<file path="src/rtl/sparse_mac_scheduler.sv">
// Job-level controller for the sparse-MAC datapath: clear, launch, accumulate, report.
// Optional watchdog on the RUN state is enabled with `define SPARSE_MAC_TIMEOUT_EN.
module sparse_mac_scheduler #(
    parameter int VALUE_W        = 8,
    parameter int ACC_W          = 32,
    parameter int ADDR_W         = 10,
    parameter int LEN_W          = 10,
    parameter int ID_W           = 4,
    parameter int TIMEOUT_CYCLES = 4096
) (
    input  logic                 mac_clk,
    input  logic                 mac_rst,
    input  logic                 job_valid_i,
    output logic                 job_ready_o,
    input  logic [ID_W-1:0]      job_id_i,
    input  logic [2*ADDR_W-1:0]  job_addr_i,
    input  logic [2*LEN_W-1:0]   job_len_i,
    output logic                 cmp_clear_o,
    output logic                 dec_start_o,
    output logic [2*ADDR_W-1:0]  dec_addr_o,
    output logic [2*LEN_W-1:0]   dec_len_o,
    input  logic                 mac_valid_i,
    input  logic [2*VALUE_W-1:0] mac_data_i,
    input  logic                 mac_finish_i,
    output logic                 res_valid_o,
    input  logic                 res_ready_i,
    output logic [ID_W-1:0]      res_id_o,
    output logic [ACC_W-1:0]     res_acc_o,
    output logic [LEN_W-1:0]     res_count_o,
    output logic                 res_ovf_o,
    output logic                 res_timeout_o,
    output logic                 busy_o,
    output logic [2:0]           dbg_state_o
);

    // Handshakes: a transfer happens on a rising clock edge where valid and ready are both high;
    // valid-side payload is held stable from assertion until that edge.
    typedef enum logic [2:0] {
        S_IDLE   = 3'd0,
        S_CLEAR  = 3'd1,
        S_LAUNCH = 3'd2,
        S_RUN    = 3'd3,
        S_RESULT = 3'd4
    } state_t;

    if (ACC_W < 2*VALUE_W || TIMEOUT_CYCLES < 1) begin : g_param_check
        $error("sparse_mac_scheduler: need ACC_W >= 2*VALUE_W and TIMEOUT_CYCLES >= 1");
    end

    state_t               state_q;
    logic [ID_W-1:0]      id_q;
    logic [2*ADDR_W-1:0]  addr_q;
    logic [2*LEN_W-1:0]   len_q;
    logic [ACC_W-1:0]     acc_q;
    logic [LEN_W-1:0]     count_q;
    logic                 ovf_q;
    logic                 tmo_flag_q;

    logic signed [VALUE_W-1:0]   l_val, r_val;
    logic signed [2*VALUE_W-1:0] prod;
    logic [ACC_W-1:0]            prod_ext, acc_d;
    logic [LEN_W-1:0]            count_d;
    logic                        ovf_d, tmo_hit;

    assign l_val    = mac_data_i[VALUE_W-1:0];
    assign r_val    = mac_data_i[2*VALUE_W-1:VALUE_W];
    assign prod     = l_val * r_val;
    assign prod_ext = ACC_W'(prod);
    assign acc_d    = acc_q + prod_ext;
    // Signed overflow: operands agree in sign but the sum does not.
    assign ovf_d    = (acc_q[ACC_W-1] == prod_ext[ACC_W-1]) && (acc_d[ACC_W-1] != acc_q[ACC_W-1]);
    assign count_d  = (&count_q) ? count_q : count_q + 1'b1;

`ifdef SPARSE_MAC_TIMEOUT_EN
    localparam int TW = $clog2(TIMEOUT_CYCLES + 1);
    logic [TW-1:0] tmo_cnt_q;

    always_ff @(posedge mac_clk or negedge mac_rst) begin
        if (!mac_rst)             tmo_cnt_q <= '0;
        else if (state_q != S_RUN) tmo_cnt_q <= '0;
        else                      tmo_cnt_q <= tmo_cnt_q + 1'b1;
    end

    assign tmo_hit = (tmo_cnt_q == TW'(TIMEOUT_CYCLES - 1));
`else
    assign tmo_hit = 1'b0;
`endif

    always_ff @(posedge mac_clk or negedge mac_rst) begin
        if (!mac_rst) begin
            state_q    <= S_IDLE;
            id_q       <= '0;
            addr_q     <= '0;
            len_q      <= '0;
            acc_q      <= '0;
            count_q    <= '0;
            ovf_q      <= 1'b0;
            tmo_flag_q <= 1'b0;
        end else begin
            case (state_q)
                S_IDLE: begin
                    if (job_valid_i) begin
                        id_q       <= job_id_i;
                        addr_q     <= job_addr_i;
                        len_q      <= job_len_i;
                        acc_q      <= '0;
                        count_q    <= '0;
                        ovf_q      <= 1'b0;
                        tmo_flag_q <= 1'b0;
                        if (job_len_i[LEN_W-1:0] == '0 || job_len_i[2*LEN_W-1:LEN_W] == '0)
                            state_q <= S_RESULT;
                        else
                            state_q <= S_CLEAR;
                    end
                end
                S_CLEAR:  state_q <= S_LAUNCH;
                S_LAUNCH: state_q <= S_RUN;
                S_RUN: begin
                    if (mac_valid_i) begin
                        acc_q   <= acc_d;
                        ovf_q   <= ovf_q | ovf_d;
                        count_q <= count_d;
                    end
                    if (mac_finish_i) begin
                        state_q <= S_RESULT;
                    end else if (tmo_hit) begin
                        state_q    <= S_RESULT;
                        tmo_flag_q <= 1'b1;
                    end
                end
                S_RESULT: begin
                    if (res_ready_i) begin
                        state_q <= S_IDLE;
                        addr_q  <= '0;
                        len_q   <= '0;
                    end
                end
                default: state_q <= S_IDLE;
            endcase
        end
    end

    assign job_ready_o   = (state_q == S_IDLE);
    assign busy_o        = (state_q != S_IDLE);
    assign cmp_clear_o   = (state_q == S_CLEAR);
    assign dec_start_o   = (state_q == S_LAUNCH);
    assign dec_addr_o    = busy_o ? addr_q : '0;
    assign dec_len_o     = busy_o ? len_q : '0;
    assign res_valid_o   = (state_q == S_RESULT);
    assign res_id_o      = id_q;
    assign res_acc_o     = acc_q;
    assign res_count_o   = count_q;
    assign res_ovf_o     = ovf_q;
    assign res_timeout_o = tmo_flag_q;
    assign dbg_state_o   = state_q;

endmodule
</file>
<file path="config.mk">
export PLATFORM = sky130hd
export DESIGN_NAME = sparse_mac_scheduler
export DESIGN_NICKNAME = d
export VERILOG_FILES = /design/src/rtl/sparse_mac_scheduler.sv
export SDC_FILE = /design/constraint.sdc
export NUM_CORES = 1
export LEC_CHECK = 0
export ABC_AREA = 1
export BUFFER_PORTS_ARGS = -buffer_cell sky130_fd_sc_hd__buf_2
export CAP_MARGIN = 0
export CORE_ASPECT_RATIO = 1.5
export CORE_UTILIZATION = 60
export CTS_CLUSTER_DIAMETER = 200
export DETAILED_ROUTE_END_ITERATION = 16
export PLACE_DENSITY = 0.85
export SLEW_MARGIN = 40
export SYNTH_ARGS = -nofsm -noshare
export SYNTH_HDL_FRONTEND = slang
export SYNTH_SLANG_ARGS = --single-unit
</file>
<file path="constraint.sdc">
create_clock -name mac_clk -period 4.9 [get_ports mac_clk]
set_clock_uncertainty 0.15 [all_clocks]
set_input_delay 0.49 -clock mac_clk [delete_from_list [all_inputs] [get_ports mac_clk]]
set_output_delay 0.49 -clock mac_clk [all_outputs]
set_load 0.01 [all_outputs]
</file>
==> impl_metrics.tcl, run 1 <==
set metrics [dict create \
    outcome "did not finish" \
    stop_stage "5_1_grt" \
    toolErrorMsg "[ERROR GRT-0232] Routing congestion too high. Check the congestion heatmap in the GUI." \
    port_buffers 160 \
    synth-seq-cells 90 \
    grt_use_total_pct 73.3 \
    syn_avg_cell_area_um2 6.93 \
    numCtsBuffers 9 \
    yosys_most_used_dff "dfrtp_1" \
    synth-seq-area-share_pct 26.0 \
    syn_inst 1250 \
    syn_area_um2 8670 \
    synth_edf_count 0 \
    syn_nets 1434 \
    synth_xor_area_share_pct 1.41 \
    place_congestion 0.950 \
    start_util_pct 61.6 \
    synth_compound_area_share_pct 10.8 \
    grt-worst-endpoint "res_ovf_o$_DFFE_PN0P_/D" \
    dieHeight_um 149 \
    dp_hpwl_um 19900 \
    numClockSinks 90 \
    ios 162 \
    synth_top_family_by_area "simple AND/OR/NAND/NOR gates" \
    die-width_um 100 \
    synthSimpleGateAreaFrac_pct 26.4 \
    grt_max_degree 53 \
    clock_path_buffers 2 \
    root_buffer "clkbuf_16" \
    ys_types 51 \
    synthMuxAreaShare_pct 0 \
    async_flop_share_pct 100 \
    ys_warn_count 0 \
    grt_overflow_total 105 \
    synth-adder-area-share_pct 21.9 \
    endpoint_type "register input" \
    rows 53 \
    cts_hold_buf 0 \
    htree_levels 3 \
]
synth_stat cells (12+ instances only):
library cell    n  area share (%)
o21ai_1        24             1.4
nand2_1       341              15
clkbuf_1       20            0.87
o21ai_0        63             3.6
a21oi_1        50             2.9
ha_1           62             9.0
nand3_1        37             2.1
buf_2          12            0.69
dfrtp_1        90              26
inv_1         262              11
fa_1           56              13
nor2_1        125             5.4
cell families after synthesis:
logic type	Yosys count
DFF	90
adders and majority gates	118
AOI/OAI and AO/OA	168
buffers and inverters	305
other	1
and+or+nand+nor	554
xor gates and xnor gates	14
stage by stage:
step	hold slack (ns)	setup slack [ns]	std cells	area (um^2)
after global placement	0.301	-0.886	1676	11000
after floorplan	0.0444	-0.451	1250	9280
after CTS	0.0440	-0.451	1714	12100
after detailed placement	0.308	-1.02	1676	11000
repair_timing:
item / CTS
gates cloned: 1
endpoints found under the setup margin: 24
pin swaps: 102
setup buffers: 23
resized for setup: 205
metal layers:
| layer | GRT overflow | global-route usage, % |
|---|---|---|
| met2 | 74 | 93.4 |
| met1 | 0 | 72.8 |
| met3 | 2 | 51.9 |
| met4 | 29 | 78.4 |
| met5 | 0 | 9.79 |
==> run 2: changes to the inputs <==
--- a/config.mk
+++ b/config.mk
@@ -8,11 +8,9 @@
 export ABC_AREA = 1
 export BUFFER_PORTS_ARGS = -buffer_cell sky130_fd_sc_hd__buf_2
 export CAP_MARGIN = 0
-export CORE_ASPECT_RATIO = 1.5
-export CORE_UTILIZATION = 60
-export CTS_CLUSTER_DIAMETER = 200
+export CORE_UTILIZATION = 40
 export DETAILED_ROUTE_END_ITERATION = 16
-export PLACE_DENSITY = 0.85
+export PLACE_DENSITY_LB_ADDON = 0.15
 export SLEW_MARGIN = 40
 export SYNTH_ARGS = -nofsm -noshare
 export SYNTH_HDL_FRONTEND = slang
==> run 2 against run 1 <==
The flow now finishes, with violations (setup timing); synthesized area stayed put; synthesized cell count unchanged.
==> impl_metrics.tcl, run 2 <==
set metrics [dict create \
    synthMuxAreaShare_pct 0 \
    synth_commonest_cells "341 x nand2_1, 262 x inv_1, 125 x nor2_1" \
    endpoint_kind "register" \
    grt_max_degree 48 \
    stdcell_area_um2 12600 \
    fin_setup_tns_ns -7.20 \
    fin_crit_sh_pct 109 \
    ys_types 51 \
    max_stage_delay_ns 0.63 \
    routed_wl_um 25600 \
    antenna_found_initial 0 \
    largest_register_ffs 32 \
    async_flop_share_pct 100 \
    numClockSinks 90 \
    syn_nets 1434 \
    dieArea_um2 22300 \
    seqCellArea_um2 2250 \
    grt_pass1_vias 8672 \
    fin_crit_ns 5.33 \
    grt_use_total_pct 23.6 \
    fill_cells 1932 \
    drc 0 \
    place_congestion 0.914 \
    placedCellCount 1765 \
    r2r_cells 15 \
    slew_viol_final 0 \
    dr.pass1.iters 5 \
    critPathRequiredTime_ns 5.00 \
    die-width_um 149 \
    cts_tree "yes" \
    htree_levels 3 \
    synth_compound_area_share_pct 10.8 \
    synth_xor_area_share_pct 1.41 \
    drt-initial-drc-count 302 \
    regToRegSetupSlack_ns 2.47 \
    fin_cells 1816 \
    synth-seq-area-share_pct 26.0 \
    critPathLaunchType "primary input" \
    hold_viol 0 \
    crit_fanout 7 \
    area_growth_pct 46.0 \
    routed_via_density 4.84 \
    layout-drive-gt1-share_pct 37.8 \
    start_util_pct 41.0 \
    ys_warn_count 0 \
    syn_inst 1250 \
    rsz0062_at_grt "true" \
    rows 53 \
    multi_input_area_um2 6560 \
    violations "setup timing" \
    holdWs_ns 0.0116 \
    max_slew_margin_pct 54.3 \
    synth.most_common_cell "nand2_1" \
    dieHeight_um 149 \
    placed_cell_area_um2 11100 \
    reg2reg_from "res_acc_o[0]$_DFFE_PN0P_" \
    root_buffer "clkbuf_16" \
    cts.clk_slew.worst_paths_ns 0.08 \
    mostFrequentLayoutCell "nand2_1" \
    nets 1720 \
    cap_violations 0 \
    numCtsBuffers 9 \
    path_class "primary input to register" \
    ios 162 \
    arrival_ns 5.44 \
    port_buffers 160 \
    synth.top_cells.by_area "dfrtp_1 26%, nand2_1 15%, fa_1 13%, inv_1 11%, ha_1 9.0%" \
    synth_edf_count 0 \
    yosys.area.top_type "dfrtp_1" \
    setup_viol 22 \
    clock_path_buffers 2 \
    synth-seq-cells 90 \
    synthSimpleGateAreaFrac_pct 26.4 \
    ant_nets 0 \
    outcome "finished with violations" \
    syn_area_um2 8670 \
    grt_pass1_wl_um 41800 \
    setup_slack_ns -0.435 \
    yosys_most_used_dff "dfrtp_1" \
    hold_path.class "primary input to asynchronous set/reset pin" \
    via_count 8791 \
    synth-adder-area-share_pct 21.9 \
    slowest_stage "fa_2" \
    cts_hold_buf 0 \
    synth_top_family_by_area "simple AND/OR/NAND/NOR gates" \
    fmax_mhz 187 \
    clk_latency_ns 0.36 \
    fp.coreArea_um2 21200 \
    insertedDiodeCount 0 \
    r2r-end "res_acc_o[28]$_DFFE_PN0P_" \
    grt_overflow_total 0 \
    layout_common_cells "275 x nand2_1, 229 x inv_1, 144 x buf_2" \
    dp_hpwl_um 19300 \
    detail_route.wl_per_cell_um 14.1 \
    syn_avg_cell_area_um2 6.93 \
    synth_top_area_share_pct 26.0 \
    tightest_slew_ns 0.683 \
]
-- run 2: what timing repair did --
| item | in CTS | in global routing |
|---|---|---|
| gates resized for setup | 142 | 128 |
| pin swaps | 87 | 91 |
| buffers inserted | 22 | 14 |
| endpoints found under the setup margin | 23 | 25 |
| gates cloned | 1 | 0 |
-- run 2: metrics by stage --
step | util (%) | setup WS, ns
after CTS | 57.0 | -0.407
after floorplan | - | -0.451
after global placement | 52.4 | -0.925
after detailed placement | 52.4 | -0.959
after global routing | 59.8 | -0.672
final | 59.8 | -0.435
-- run 2: area by class of cell --
type | count | area share [%]
repair buffers | 310 | 17.0
clock buffers | 9 | 1.78
inverters | 270 | 8.15
flip-flops and latches | 90 | 17.8
multi-input cells | 855 | 51.9
well taps | 275 | 2.72
clock inverters | 7 | 0.643
-- run 2: worst max-delay path, delay by kind of cell --
kind / cells / cell delay, ns
compound gates: 4 / 0.54
xor+xnor: 1 / 0.15
fa+ha+maj: 6 / 2.61
buf+inv: 8 / 0.66
simple gates: 12 / 0.98
-- run 2: per-layer routing --
metal,global-route usage (%),wire [um]
met1,31.8,11500
met2,39.9,12600
met3,4.50,1290
met4,3.47,246
met5,0,0
-- run 2: logic make-up (layout without fill, tap and decap cells) --
logic type | after synthesis | after routing
AND/OR/NAND/NOR | 554 | 554
buffers and inverters | 305 | 596
AO/OA/AOI/OAI | 168 | 168
adder cells (fa/ha/maj) | 118 | 118
flip-flops | 90 | 90
XOR/XNOR | 14 | 14
other | 1 | 1
-- run 2: worst max path at each step --
stage	from	to	slack [ns]	depth (start not counted)
2_1_floorplan	mac_data_i[3]	res_acc_o[21]$_DFFE_PN0P_	-0.45	34
3_3_place_gp	mac_data_i[10]	res_acc_o[26]$_DFFE_PN0P_	-0.93	27
3_5_place_dp	mac_data_i[15]	res_ovf_o$_DFFE_PN0P_	-0.96	30
4_1_cts	mac_data_i[7]	res_ovf_o$_DFFE_PN0P_	-0.41	30
5_1_grt	mac_data_i[7]	res_ovf_o$_DFFE_PN0P_	-0.67	34
6_report	mac_data_i[12]	res_acc_o[21]$_DFFE_PN0P_	-0.43	31
Power of run 2 is not shown: default switching activity piles up to over one toggle a cycle in this logic, so the estimate is an artifact.
==> run 3: changes to the inputs <==
--- a/config.mk
+++ b/config.mk
@@ -8,7 +8,9 @@
 export ABC_AREA = 1
 export BUFFER_PORTS_ARGS = -buffer_cell sky130_fd_sc_hd__buf_2
 export CAP_MARGIN = 0
-export CORE_UTILIZATION = 40
+export CELL_PAD_IN_SITES_DETAIL_PLACEMENT = 1
+export CELL_PAD_IN_SITES_GLOBAL_PLACEMENT = 1
+export CORE_UTILIZATION = 30
 export DETAILED_ROUTE_END_ITERATION = 16
 export PLACE_DENSITY_LB_ADDON = 0.15
 export SLEW_MARGIN = 40
==> run 3 against run 2 <==
The run still ends with setup timing left; first-iteration DRC count rose by 6.3%; largest cell class unchanged; die area grew 33%; via count grew 2.3%; final cell count rose by 6.8%; register-to-register slack got worse by 0.06 ns; setup slack lost 0.068 ns.
==> impl_metrics.tcl, run 3 (synthesis results as in run 2) <==
set metrics [dict create \
    max_stage_delay_ns 0.61 \
    placedCellCount 1879 \
    hold_path.class "primary input to register" \
    largest_register_ffs 32 \
    die-width_um 172 \
    fin_crit_ns 5.40 \
    cap_violations 0 \
    critPathRequiredTime_ns 4.98 \
    drt-initial-drc-count 321 \
    insertedDiodeCount 0 \
    place_congestion 0.837 \
    setup_viol 22 \
    via_count 8991 \
    grt_use_total_pct 20.6 \
    cts.clk_slew.worst_paths_ns 0.08 \
    antenna_found_initial 2 \
    endpoint_kind "register" \
    crit_family "adder cells" \
    mostFrequentLayoutCell "nand2_1" \
    fmax_mhz 185 \
    max_slew_margin_pct 51.5 \
    fin_crit_sh_pct 110 \
    violations "setup timing" \
    clk_latency_ns 0.36 \
    holdWs_ns 0.171 \
    fill_cells 3462 \
    cp_num_buf_inv 8 \
    detail_route.wl_per_cell_um 15.6 \
    dp_hpwl_um 22500 \
    grt_pass1_wl_um 48100 \
    layout-drive-gt1-share_pct 44.4 \
    outcome "finished with violations" \
    fin_cells 1939 \
    slowest_stage "fa_2" \
    routed_wl_um 30200 \
    grt_max_degree 59 \
    arrival_ns 5.48 \
    path_class "primary input to register" \
    area_growth_pct 55.1 \
    root_buffer "clkbuf_16" \
    dieArea_um2 29600 \
    critPathLaunchType "primary input" \
    rsz0062_at_grt "true" \
    hold_viol 0 \
    tightest_slew_ns 0.725 \
    ios 162 \
    grt_overflow_total 0 \
    nets 1740 \
    fin_util_pct 47.9 \
    port_buffers 160 \
    numClockSinks 90 \
    setup_slack_ns -0.502 \
    ant_nets 0 \
    rows 61 \
    start_util_pct 30.9 \
    clock_path_buffers 2 \
    fp.coreArea_um2 28100 \
    drc 0 \
    htree_levels 3 \
    routed_via_density 4.64 \
    cts_tree "yes" \
    crit_fanout 8 \
    slew_viol_final 0 \
    dieHeight_um 172 \
    layout_common_cells "243 x nand2_1, 204 x inv_1, 143 x buf_2" \
    numCtsBuffers 9 \
    grt_pass1_vias 9603 \
    dr.pass1.iters 4 \
]
[run 3: cell types whose count changed in the layout (fill, tap and decap cells not counted), moves of 7 or more]
cell	before	now
ha_4	32	39
nand2_4	22	35
inv_1	229	204
nor2_4	16	27
buf_6	24	42
nand2_2	50	70
inv_2	35	57
nor2_1	96	89
nand2_1	275	243
[run 3: metrics by stage]
step / worst slack, ns / setup TNS [ns] / area, um^2
global placement: -1.10 / -22.35 / 11300
CTS: -0.422 / -6.79 / 12500
finish: -0.502 / -7.47 / 13400
floorplan: -0.451 / -6.91 / 9280
global route: -0.705 / -12.15 / 13400
detailed placement: -1.15 / -23.19 / 11300
[run 3: path summary, 6_finish.rpt]
path | start | to | cells after the start | slack (ns)
setup reg to reg | res_acc_o[0]$_DFFE_PN0P_ | res_acc_o[16]$_DFFE_PN0P_ | 15 | 2.41
min in group asynchronous | mac_rst | res_acc_o[0]$_DFFE_PN0P_ | 2 | 0.51
hold / removal | job_id_i[0] | res_id_o[0]$_DFFE_PN0P_ | 3 | 0.17
hold reg to reg | res_id_o[0]$_DFFE_PN0P_ | res_id_o[0]$_DFFE_PN0P_ | 2 | 0.34
setup / recovery | mac_data_i[7] | res_ovf_o$_DFFE_PN0P_ | 29 | -0.50
max in group asynchronous | mac_rst | len_q[1]$_DFFE_PN0P_ | 3 | 3.15
[run 3: cell type report]
class                           count  area, um^2  area share, %
Multi-Input combinational cell    855        6970           51.9
Clock buffer                        9         225           1.68
Timing Repair Buffer              330        2390           17.8
Clock inverter                      7        86.3          0.642
Tap cell                          378         473           3.52
Sequential cell                    90        2250           16.8
Inverter                          270        1040           7.73
[run 3: routing by layer]
layer	share of wire [%]	global-route usage, %	vias up
met3	4.6	4.03	29
met1	44	26.3	4386
met5	0.073	0	-
li1	-	-	4421
met4	1.2	3.23	4
met2	50	36.4	151
[run 3: worst register-to-register path: stages (launching register included)]
cell and delay (ns):
dfrtp_1 0.38, ha_1 0.20, inv_1 0.06, fa_1 0.45, inv_1 0.08, nand3_1 0.06, nand2_1 0.18, nand2_2 0.09
nand3_4 0.10, inv_4 0.05, o21ai_4 0.22, nand2_2 0.11, nand2_4 0.10, nand2_2 0.05, nand2_1 0.05, o21ai_1 0.06
[run 3: what timing repair did]
action,4_1_cts,5_1_grt
endpoints found under the setup margin,24,25
setup buffers,24,22
endpoints found under the hold margin,0,11
pin swaps,82,151
hold buffers,0,1
resized for setup,201,231
Power of run 3 is left out for the same reason.
==> run 4: changes to the inputs <==
==> constraint.sdc (replaced) <==
create_clock -name mac_clk -period 5.1 [get_ports mac_clk]
set_clock_uncertainty 0.15 [all_clocks]
set_input_delay 0.51 -clock mac_clk [delete_from_list [all_inputs] [get_ports mac_clk]]
set_output_delay 0.51 -clock mac_clk [all_outputs]
set_load 0.1 [all_outputs]
==> run 4 against run 3 <==
Setup slack better by 0.11 ns; via count is 0.18% lower; worst hold slack worse by 0.18 ns; critical endpoint is now res_acc_o[28]$_DFFE_PN0P_; routed wire length is 0.62% higher; the flow finishes with violations (hold timing, setup timing).
==> impl_metrics.tcl, run 4 (synthesis results as in run 2) <==
set metrics [dict create \
    outcome "finished with violations" \
    violations "hold timing, setup timing" \
    port_buffers 160 \
    crit_fanout 8 \
    insertedDiodeCount 0 \
    dr.pass1.iters 4 \
    endpoint_kind "register" \
    max_slew_margin_pct 51.1 \
    grt_pass1_vias 9503 \
    grt_pass1_wl_um 48500 \
    cts.clk_slew.worst_paths_ns 0.07 \
    setup_slack_ns -0.394 \
    nets 1736 \
    numCtsBuffers 9 \
    critPathRequiredTime_ns 5.19 \
    rsz0062_at_grt "true" \
    cts_hold_buf 0 \
    fin_crit_sh_pct 108 \
    critPathLaunchType "primary input" \
    dp_hpwl_um 22400 \
    clk_latency_ns 0.37 \
    rows 61 \
    drt-initial-drc-count 366 \
    largest_register_ffs 32 \
    dieArea_um2 29600 \
    ios 162 \
    ant_nets 0 \
    antenna_found_initial 1 \
    slew_viol_final 0 \
    via_count 8975 \
    layout-drive-gt1-share_pct 40.9 \
    fmax_mhz 182 \
    cp_common_cell "nor2_4" \
    fill_cells 3457 \
    slowest_stage "fa_2" \
    arrival_ns 5.59 \
    root_buffer "clkbuf_16" \
    mostFrequentLayoutCell "nand2_1" \
    cp_num_buf_inv 9 \
    fp.coreArea_um2 28100 \
    post-place-ws_ns -0.895 \
    setup_viol 21 \
    die-width_um 172 \
    hold_viol 8 \
    path_class "primary input to register" \
    place_congestion 0.833 \
    cts_tree "yes" \
    clock_path_buffers 2 \
    grt_max_degree 51 \
    routed_via_density 4.64 \
    grt_use_total_pct 20.9 \
    crit_family "adder cells" \
    holdWs_ns -0.0128 \
    cap_violations 0 \
    dieHeight_um 172 \
    grt_overflow_total 0 \
    numClockSinks 90 \
    area_growth_pct 51.6 \
    layout_common_cells "258 x nand2_1, 223 x inv_1, 147 x buf_4" \
    routed_wl_um 30400 \
    start_util_pct 30.9 \
    hold_path.class "primary input to asynchronous set/reset pin" \
    fin_crit_ns 5.49 \
    tightest_slew_ns 0.731 \
    max_stage_delay_ns 0.60 \
    drc 0 \
    htree_levels 3 \
    detail_route.wl_per_cell_um 15.7 \
]
-- run 4: cell count changes in the layout (fill, tap and decap cells not counted), moves of 4 or more --
cell	previous run	this run
nand2_1	243	258
buf_4	134	147
inv_2	57	38
inv_1	204	223
a21oi_1	17	22
buf_12	8	3
ha_4	39	32
ha_1	23	29
nand2_2	70	55
buf_6	42	27
nor2_2	11	16
nor2_4	27	23
-- run 4: metrics by stage --
step | hold slack [ns] | area (um^2) | utilization (%) | TNS, ns | instances
floorplan | 0.0644 | 9350 | - | -3.43 | 1250
global placement | 0.305 | 11300 | 40.1 | -15.80 | 1874
detailed placement | 0.315 | 11300 | 40.1 | -17.18 | 1874
CTS | 0.0283 | 12500 | 44.4 | -3.15 | 1914
global route | 0.0573 | 13100 | 46.8 | -10.70 | 1935
finish | -0.0128 | 13100 | 46.8 | -5.75 | 1935
-- run 4: layer usage --
metal	vias up	wire [um]	GRT usage (%)
li1	4410	-	-
met1	4364	13300	27.0
met2	159	15000	35.9
met3	40	1390	3.98
met4	2	610	4.23
met5	-	8	0
-- run 4: layout make-up --
class                   instances  area [um^2]  share of cell area [%]
flip-flops and latches         90         2250                    17.1
inverters                     270         1040                    7.90
repair buffers                325         2240                    17.0
clock inverters                 6         67.6                   0.514
clock buffers                  10          239                    1.82
multi-input cells             856         6830                    52.0
well taps                     378          473                    3.60
-- run 4: worst paths after layout --
kind | endpoint | slack, ns | from | cells past startpoint
worst max-delay path | res_acc_o[28]$_DFFE_PN0P_ | -0.39 | mac_data_i[7] | 31
worst min-delay path | res_acc_o[1]$_DFFE_PN0P_ | -0.01 | mac_rst | 1
worst max register to register | res_acc_o[28]$_DFFE_PN0P_ | 2.51 | res_acc_o[0]$_DFFE_PN0P_ | 15
worst min register to register | res_id_o[1]$_DFFE_PN0P_ | 0.33 | res_id_o[1]$_DFFE_PN0P_ | 2
max in group asynchronous | res_count_o[6]$_DFFE_PN0P_ | 3.66 | mac_rst | 2
min in group mac_clk | res_id_o[3]$_DFFE_PN0P_ | 0.19 | job_id_i[3] | 3
-- run 4: what timing repair did --
action	CTS	global route
buffers inserted	25	21
pin swaps	100	100
gates resized for setup	196	143
setup endpoints to repair	22	24
gates cloned	1	0
hold endpoints to repair	0	0
Power of run 4 is left out for the same reason.
